[src/rtl/vga_pkg.sv]
// -----------------------------------------------------------------------------
// vga_pkg
// Shared raster timing constants for the VGA timing generator and the
// sprite/buffer renderers downstream of it.
//   - Default 640x480@60 timing (sync, back porch, active, front porch).
//   - Derived line/frame totals.
//   - Visible-area origin X0/Y0. Coordinates are raw counter values that
//     include sync and back porch, so renderers offset object positions by
//     these constants.
//   - Coordinate type shared by the counters and the renderers.
// -----------------------------------------------------------------------------
package vga_pkg;

  localparam int unsigned COORD_W   = 10;
  localparam int unsigned COORD_MAX = 1 << COORD_W;  // largest legal axis total

  typedef logic [COORD_W-1:0] coord_t;

  // Horizontal timing, in pixels.
  localparam int unsigned VGA_H_SYNC   = 96;
  localparam int unsigned VGA_H_BACK   = 48;
  localparam int unsigned VGA_H_ACTIVE = 640;
  localparam int unsigned VGA_H_FRONT  = 16;

  // Vertical timing, in lines.
  localparam int unsigned VGA_V_SYNC   = 2;
  localparam int unsigned VGA_V_BACK   = 33;
  localparam int unsigned VGA_V_ACTIVE = 480;
  localparam int unsigned VGA_V_FRONT  = 10;

  localparam int unsigned VGA_H_TOTAL =
    VGA_H_SYNC + VGA_H_BACK + VGA_H_ACTIVE + VGA_H_FRONT;  // 800
  localparam int unsigned VGA_V_TOTAL =
    VGA_V_SYNC + VGA_V_BACK + VGA_V_ACTIVE + VGA_V_FRONT;  // 525

  // First visible pixel in raw counter coordinates.
  localparam int unsigned X0 = VGA_H_SYNC + VGA_H_BACK;  // 144
  localparam int unsigned Y0 = VGA_V_SYNC + VGA_V_BACK;  // 35

  // Pixel clock divider and sync polarity defaults.
  localparam int unsigned VGA_CLK_DIV  = 2;
  localparam logic        VGA_SYNC_POL = 1'b0;  // active-low sync

endpackage

[src/rtl/vga_axis_counter.sv]
// -----------------------------------------------------------------------------
// vga_axis_counter
// One raster axis (horizontal or vertical). Counts 0..TOTAL-1 on each
// enabled tick and wraps to 0. The sync/active flags are registered from the
// next-state count, so they always describe the count visible in the same
// cycle.
//
// Ports
//   clk_i     in   clock
//   reset_i   in   synchronous, active-high reset
//   enable_i  in   when low the counter and flags hold
//   tick_i    in   advance strobe
//   count_o   out  current count, 0..TOTAL-1
//   wrap_o    out  count is at TOTAL-1 (the next tick wraps it)
//   sync_o    out  count lies in the sync region, active high
//   active_o  out  count lies in the active (visible) region
// -----------------------------------------------------------------------------
module vga_axis_counter
  import vga_pkg::*;
#(
  parameter int unsigned SYNC   = VGA_H_SYNC,
  parameter int unsigned BACK   = VGA_H_BACK,
  parameter int unsigned ACTIVE = VGA_H_ACTIVE,
  parameter int unsigned FRONT  = VGA_H_FRONT
) (
  input  logic   clk_i,
  input  logic   reset_i,
  input  logic   enable_i,
  input  logic   tick_i,
  output coord_t count_o,
  output logic   wrap_o,
  output logic   sync_o,
  output logic   active_o
);

  localparam int unsigned TOTAL = SYNC + BACK + ACTIVE + FRONT;

  if (TOTAL > COORD_MAX) begin : g_total_check
    $error("vga_axis_counter: axis total %0d exceeds %0d", TOTAL, COORD_MAX);
  end

  // Region bounds carry one extra bit so an active region ending exactly at
  // COORD_MAX does not truncate to zero.
  typedef logic [COORD_W:0] coord_ext_t;

  localparam coord_t     LAST      = coord_t'(TOTAL - 1);
  localparam coord_ext_t SYNC_END  = coord_ext_t'(SYNC);
  localparam coord_ext_t ACT_BEGIN = coord_ext_t'(SYNC + BACK);
  localparam coord_ext_t ACT_END   = coord_ext_t'(SYNC + BACK + ACTIVE);

  // Flag values for count 0, loaded on reset.
  localparam logic SYNC_AT_0   = (SYNC != 0);
  localparam logic ACTIVE_AT_0 = (SYNC + BACK == 0) && (ACTIVE != 0);

  coord_t count_q, count_d;
  logic   sync_q, sync_d;
  logic   active_q, active_d;

  // NOTE: every signal gets a default at the top of always_comb; a path that
  // leaves one unassigned would infer a latch.
  always_comb begin
    count_d = count_q;
    if (enable_i && tick_i) begin
      count_d = (count_q == LAST) ? '0 : count_q + coord_t'(1);
    end
    sync_d   = ({1'b0, count_d} < SYNC_END);
    active_d = ({1'b0, count_d} >= ACT_BEGIN) && ({1'b0, count_d} < ACT_END);
  end

  // NOTE: state registers use non-blocking assignments so every flop samples
  // the pre-edge values; blocking here would create order-dependent races.
  // NOTE: reset is synchronous and covers every flop; there is no storage
  // array here that could be left unreset.
  always_ff @(posedge clk_i) begin
    if (reset_i) begin
      count_q  <= '0;
      sync_q   <= SYNC_AT_0;
      active_q <= ACTIVE_AT_0;
    end else begin
      count_q  <= count_d;
      sync_q   <= sync_d;
      active_q <= active_d;
    end
  end

  assign count_o  = count_q;
  assign wrap_o   = (count_q == LAST);
  assign sync_o   = sync_q;
  assign active_o = active_q;

endmodule

[src/rtl/vga_timing.sv]
// -----------------------------------------------------------------------------
// vga_timing
// Raster timing generator. Divides CLK into pixel periods, runs the X/Y raster
// counters and produces VGA sync, blank and pixel clock for the DAC. X/Y are
// raw counter values (sync and back porch included).
//
// Ports
//   CLK          in   system clock
//   reset        in   synchronous, active-high reset (wins over enable)
//   enable       in   low freezes the divider and counters
//   X_VGA        out  horizontal count, 0..H_TOTAL-1
//   Y_VGA        out  vertical count, 0..V_TOTAL-1
//   VGA_HS       out  horizontal sync, asserted level SYNC_POL
//   VGA_VS       out  vertical sync, asserted level SYNC_POL
//   VGA_BLANK_N  out  high inside the visible area
//   VGA_SYNC_N   out  constant 0 (no composite sync)
//   VGA_CLK      out  pixel clock, rising mid-pixel
//   pixel_tick   out  one-CLK strobe in the cycle whose edge advances X/Y
//   line_start   out  one-CLK pulse while the freshly wrapped X=0 is shown
//   frame_start  out  one-CLK pulse while the freshly wrapped X=0,Y=0 is shown
// -----------------------------------------------------------------------------
module vga_timing
  import vga_pkg::*;
#(
  parameter int unsigned H_SYNC   = VGA_H_SYNC,
  parameter int unsigned H_BACK   = VGA_H_BACK,
  parameter int unsigned H_ACTIVE = VGA_H_ACTIVE,
  parameter int unsigned H_FRONT  = VGA_H_FRONT,
  parameter int unsigned V_SYNC   = VGA_V_SYNC,
  parameter int unsigned V_BACK   = VGA_V_BACK,
  parameter int unsigned V_ACTIVE = VGA_V_ACTIVE,
  parameter int unsigned V_FRONT  = VGA_V_FRONT,
  parameter int unsigned CLK_DIV  = VGA_CLK_DIV,
  parameter logic        SYNC_POL = VGA_SYNC_POL
) (
  input  logic               CLK,
  input  logic               reset,
  input  logic               enable,
  output logic [COORD_W-1:0] X_VGA,
  output logic [COORD_W-1:0] Y_VGA,
  output logic               VGA_HS,
  output logic               VGA_VS,
  output logic               VGA_BLANK_N,
  output logic               VGA_SYNC_N,
  output logic               VGA_CLK,
  output logic               pixel_tick,
  output logic               line_start,
  output logic               frame_start
);

  if ((CLK_DIV < 2) || (CLK_DIV % 2 != 0)) begin : g_div_check
    $error("vga_timing: CLK_DIV=%0d must be even and at least 2", CLK_DIV);
  end

  localparam int unsigned DIV_W = $clog2(CLK_DIV);
  localparam logic [DIV_W-1:0] DIV_LAST = DIV_W'(CLK_DIV - 1);
  localparam logic [DIV_W-1:0] DIV_HALF = DIV_W'(CLK_DIV / 2);

  logic [DIV_W-1:0] div_q, div_d;
  logic             vga_clk_q;
  logic             line_start_q;
  logic             frame_start_q;

  coord_t h_count, v_count;
  logic   h_wrap, v_wrap;
  logic   h_sync, v_sync;
  logic   h_active, v_active;
  logic   v_tick;

  // Pixel divider: the last phase of each pixel period carries the tick, and
  // the X/Y update happens on the edge that ends that phase.
  always_comb begin
    div_d = div_q;
    if (enable) begin
      div_d = (div_q == DIV_LAST) ? '0 : div_q + DIV_W'(1);
    end
  end

  // Reset is gated in so the strobe never claims an advance that reset blocks.
  assign pixel_tick = enable && !reset && (div_q == DIV_LAST);
  assign v_tick     = pixel_tick && h_wrap;

  always_ff @(posedge CLK) begin
    if (reset) begin
      div_q         <= '0;
      vga_clk_q     <= 1'b0;
      line_start_q  <= 1'b0;
      frame_start_q <= 1'b0;
    end else begin
      div_q         <= div_d;
      // Registered from the next divider phase, so VGA_CLK tracks div_q and
      // rises halfway through the pixel while X/Y are stable.
      vga_clk_q     <= (div_d >= DIV_HALF);
      line_start_q  <= pixel_tick && h_wrap;
      frame_start_q <= pixel_tick && h_wrap && v_wrap;
    end
  end

  vga_axis_counter #(
    .SYNC   (H_SYNC),
    .BACK   (H_BACK),
    .ACTIVE (H_ACTIVE),
    .FRONT  (H_FRONT)
  ) u_h_axis (
    .clk_i    (CLK),
    .reset_i  (reset),
    .enable_i (enable),
    .tick_i   (pixel_tick),
    .count_o  (h_count),
    .wrap_o   (h_wrap),
    .sync_o   (h_sync),
    .active_o (h_active)
  );

  vga_axis_counter #(
    .SYNC   (V_SYNC),
    .BACK   (V_BACK),
    .ACTIVE (V_ACTIVE),
    .FRONT  (V_FRONT)
  ) u_v_axis (
    .clk_i    (CLK),
    .reset_i  (reset),
    .enable_i (enable),
    .tick_i   (v_tick),
    .count_o  (v_count),
    .wrap_o   (v_wrap),
    .sync_o   (v_sync),
    .active_o (v_active)
  );

  assign X_VGA       = h_count;
  assign Y_VGA       = v_count;
  assign VGA_HS      = h_sync ? SYNC_POL : ~SYNC_POL;
  assign VGA_VS      = v_sync ? SYNC_POL : ~SYNC_POL;
  assign VGA_BLANK_N = h_active && v_active;
  assign VGA_SYNC_N  = 1'b0;
  assign VGA_CLK     = vga_clk_q;
  assign line_start  = line_start_q;
  assign frame_start = frame_start_q;

endmodule
[config.mk]
export PLATFORM = sky130hd
export DESIGN_NAME = vga_timing
export DESIGN_NICKNAME = d
export VERILOG_FILES = /design/src/rtl/vga_pkg.sv /design/src/rtl/vga_axis_counter.sv /design/src/rtl/vga_timing.sv
export SDC_FILE = /design/constraint.sdc
export NUM_CORES = 1
export LEC_CHECK = 0
export BUFFER_PORTS_ARGS = -buffer_cell sky130_fd_sc_hd__buf_2
export CORE_MARGIN = 4
export CORE_UTILIZATION = 57
export DETAILED_ROUTE_END_ITERATION = 10
export GPL_ROUTABILITY_DRIVEN = 0
export GPL_TIMING_DRIVEN = 0
export PLACE_DENSITY_LB_ADDON = 0.1
export SLEW_MARGIN = 20
export SYNTH_ARGS = -nofsm -noshare
export SYNTH_HDL_FRONTEND = slang
export SYNTH_SLANG_ARGS = --single-unit
[constraint.sdc]
create_clock -name CLK -period 6 [get_ports CLK]
set_input_delay 1.2 -clock CLK [delete_from_list [all_inputs] [get_ports CLK]]
set_output_delay 1.2 -clock CLK [all_outputs]
set_load 0.005 [all_outputs]
==> flow_summary_export.csv <==
group,metric,value,unit
placement,dp_cells,230,
clock_tree,clockRootBuffer,"clkbuf_4",
clock_tree,path_clk_slew,0.14,ns
placement,placed_area,0.00163,sq mm
yosys,netlist_area,0.00146,sq mm
setup_path,r2r_end,"u_v_axis.active_o",
clock_tree,cts_setup_buffers,0,
yosys,seq_area_frac_synth,37.1,%
status,status,"completed",
floorplanning,dieArea,0.00343,sq mm
pwr,p_per_area,164,mW/mm^2
routing,via_count,1346,
floorplanning,core,0.00245,sq mm
global_routing,overflow,0,
finish,layout_common_cells,"29 x buf_2, 27 x dfxtp_1, 23 x nand2_1",
finish,final_cells,234,
yosys,synth_flop_cell,"dfxtp_1",
clock_tree,tritoncts,"done",
placement,dp_hpwl,2520,um
worst_hold_path,hp-class,"register to register",
global_routing,grtUsageMet1,24.8,%
yosys,ys_seq_elements,27,
job,maxCapViolations,0,
global_routing,grt_pass1_vias,1335,
timing,clock_skew,0.00507,ns
setup_path,worst_ep_required_time,4.80,ns
clock_tree,post_cts_resized,0,
clock_tree,h-tree-depth,1,
setup_path,r2r_cells,9,
timing,finalSetupViolCount,0,
yosys,synth-async-reset-ratio,0,%
global_routing,grt_usage,21.4,%
placement,place_ws,2.94,ns
routing,ant_nets,0,
setup_path,criticalPathCategory,"primary input to output pin",
worst_hold_path,min_from,"u_h_axis.count_o[1]",
floorplanning,initial_utilization,59.3,%
finish,drive_gt1_share,21.6,%
clock_tree,clock-sinks,27,
setup_path,regToRegSetupSlack,3.66,ns
routing,drt-pass1-iter-count,4,
global_routing,use_met2,39.1,%
yosys,ys_warn_count,0,
clock_tree,holdBufCountCts,0,
finish,syn2layout_area_growth,14.0,%
floorplanning,io_pins,31,
routing,wl_per_cell,14.2,um
yosys,synth_edf_count,0,
timing,fin_crit_sh,49.9,%
timing,rsz0062_at_grt,"no",
pwr,static-leakage-power,0.750,nW
setup_path,start_kind,"primary input",
timing,worst_slew_pin_slew,0.553,ns
placement,port_buffers,28,
finish,num_antenna_cells,0,
global_routing,antenna_found_initial,0,
timing,fmax,0.334,GHz
global_routing,use_met3,3.07,%
finish,fill_cells,205,
setup_path,end_kind,"output pin",
worst_hold_path,worstHoldEndpoint,"u_h_axis.count_o[1]",
global_routing,grt.busiest_layer,"met2",
timing,slew_headroom,63.2,%
timing,layout_min_cycle_time,3.00,ns
routing,drt_iter0_drc,69,
setup_path,worstReg2RegStart,"u_h_axis.count_o[0]",
clock_tree,worstSkewPairLatency,0.32,ns
clock_tree,cts_buffers,3,
finish,stdcell_area,0.00166,sq mm
setup_path,path_max_fanout,9,
finish,layout_commonest_cell,"buf_2",
routing,drt-total-wl,3310,um
clock_tree,clock_path_buffers,2,
routing,routed_via_density,5.75,
floorplanning,rows,18,
yosys,postSynthAreaPerCell,8.46,sq um
yosys,netlist_instances,172,
timing,slew_violations,0,
timing,finalHoldViolations,0,
yosys,synth.distinct_cells,49,
worst_hold_path,hold_path_depth,2,
floorplanning,die_w,58.5,um
routing,drc,0,
global_routing,grt_max_degree,15,
timing,tns,0,ns
global_routing,grt_first_pass_wirelength,5750,um
floorplanning,die-height,58.5,um
pwr,ir_drop,0.000135,V
timing,fin_ws,3.00,ns
setup_path,worstPathArrival,1.80,ns
yosys,synth_nets,178,
finish,layout.nets,211,
logic make-up after synthesis:
| group | synth area share [%] |
|---|---|
| simple gates | 34.9 |
| buf+inv | 5.50 |
| flops | 37.1 |
| mux | 2.15 |
| xor+xnor | 5.42 |
| other cells | 0.258 |
| compound gates | 12.0 |
| fa+ha+maj | 2.58 |
cells in the mapped netlist (2+ instances only):
master / number / area share (%)
xnor2_1: 3 / 1.8
a31oi_1: 2 / 0.86
inv_1: 7 / 1.8
nand2_1: 23 / 5.9
nand4_1: 5 / 2.1
nor4_1: 2 / 0.86
xor2_1: 6 / 3.6
nor2_1: 20 / 5.2
and2_1: 3 / 1.3
clkbuf_1: 2 / 0.52
nand2b_1: 2 / 0.86
buf_6: 3 / 2.3
and3_1: 2 / 0.86
nand3_1: 7 / 2.4
a21oi_1: 9 / 3.1
nor2b_1: 4 / 1.7
o211ai_1: 2 / 1.0
nor3_1: 8 / 2.8
mux2i_1: 2 / 1.4
o21ai_0: 3 / 1.0
dfxtp_1: 27 / 37
ha_1: 3 / 2.6
layer usage:
layer	vias to the layer above	part of all wire [%]
met4	0	1.6
li1	669	-
met3	7	5.9
met2	38	51
met1	632	41
met5	-	0
area by class of cell:
cell class / count / area [sq um] / share of cell area, %
multi-input cells: 131 / 835 / 50.3
repair buffers: 28 / 140 / 8.45
inverters: 7 / 26.3 / 1.58
well taps: 30 / 37.5 / 2.26
clock buffers: 4 / 26.3 / 1.58
flip-flops and latches: 27 / 541 / 32.6
plain buffers: 7 / 53.8 / 3.24
worst max path at each step:
stage,start,endpoint,slack (ns),cells after the start
2_1_floorplan,reset,pixel_tick,3.16,3
3_3_place_gp,enable,u_v_axis.active_o,3.02,10
3_5_place_dp,enable,u_v_axis.active_o,2.94,10
4_1_cts,reset,pixel_tick,3.00,4
5_1_grt,reset,pixel_tick,2.98,4
6_report,reset,pixel_tick,3.00,4
where the power goes:
part / internal (mW) / total (mW) / switching (mW)
logic: 0.00495 / 0.0119 / 0.00696
registers: 0.181 / 0.182 / 0.00181
clock network: 0.0260 / 0.0770 / 0.0510
total: 0.212 / 0.271 / 0.0598
sequential cells by signal, summed over array words and instances, names as in the netlist:
name               cells
frame_start            1
u_h_axis.sync_o        1
u_v_axis.count_o      10
line_start             1
u_h_axis.active_o      1
u_v_axis.sync_o        1
div_q                  1
u_h_axis.count_o      10
u_v_axis.active_o      1
critical path: stages:
cell     delay [ns]
buf_6          0.12
and3b_1        0.23
buf_6          0.13
buf_2          0.11
stage by stage:
| stage | hold WS (ns) | util [%] | total power [mW] |
|---|---|---|---|
| after floorplan | 0.489 | - | 0.194 |
| after global placement | 0.493 | 66.5 | 0.198 |
| after detailed placement | 0.509 | 66.5 | 0.198 |
| after CTS | 0.528 | 67.6 | 0.274 |
| after global routing | 0.553 | 67.6 | 0.283 |
| final | 0.535 | 67.6 | 0.271 |
(Power assumes the default switching activity.)
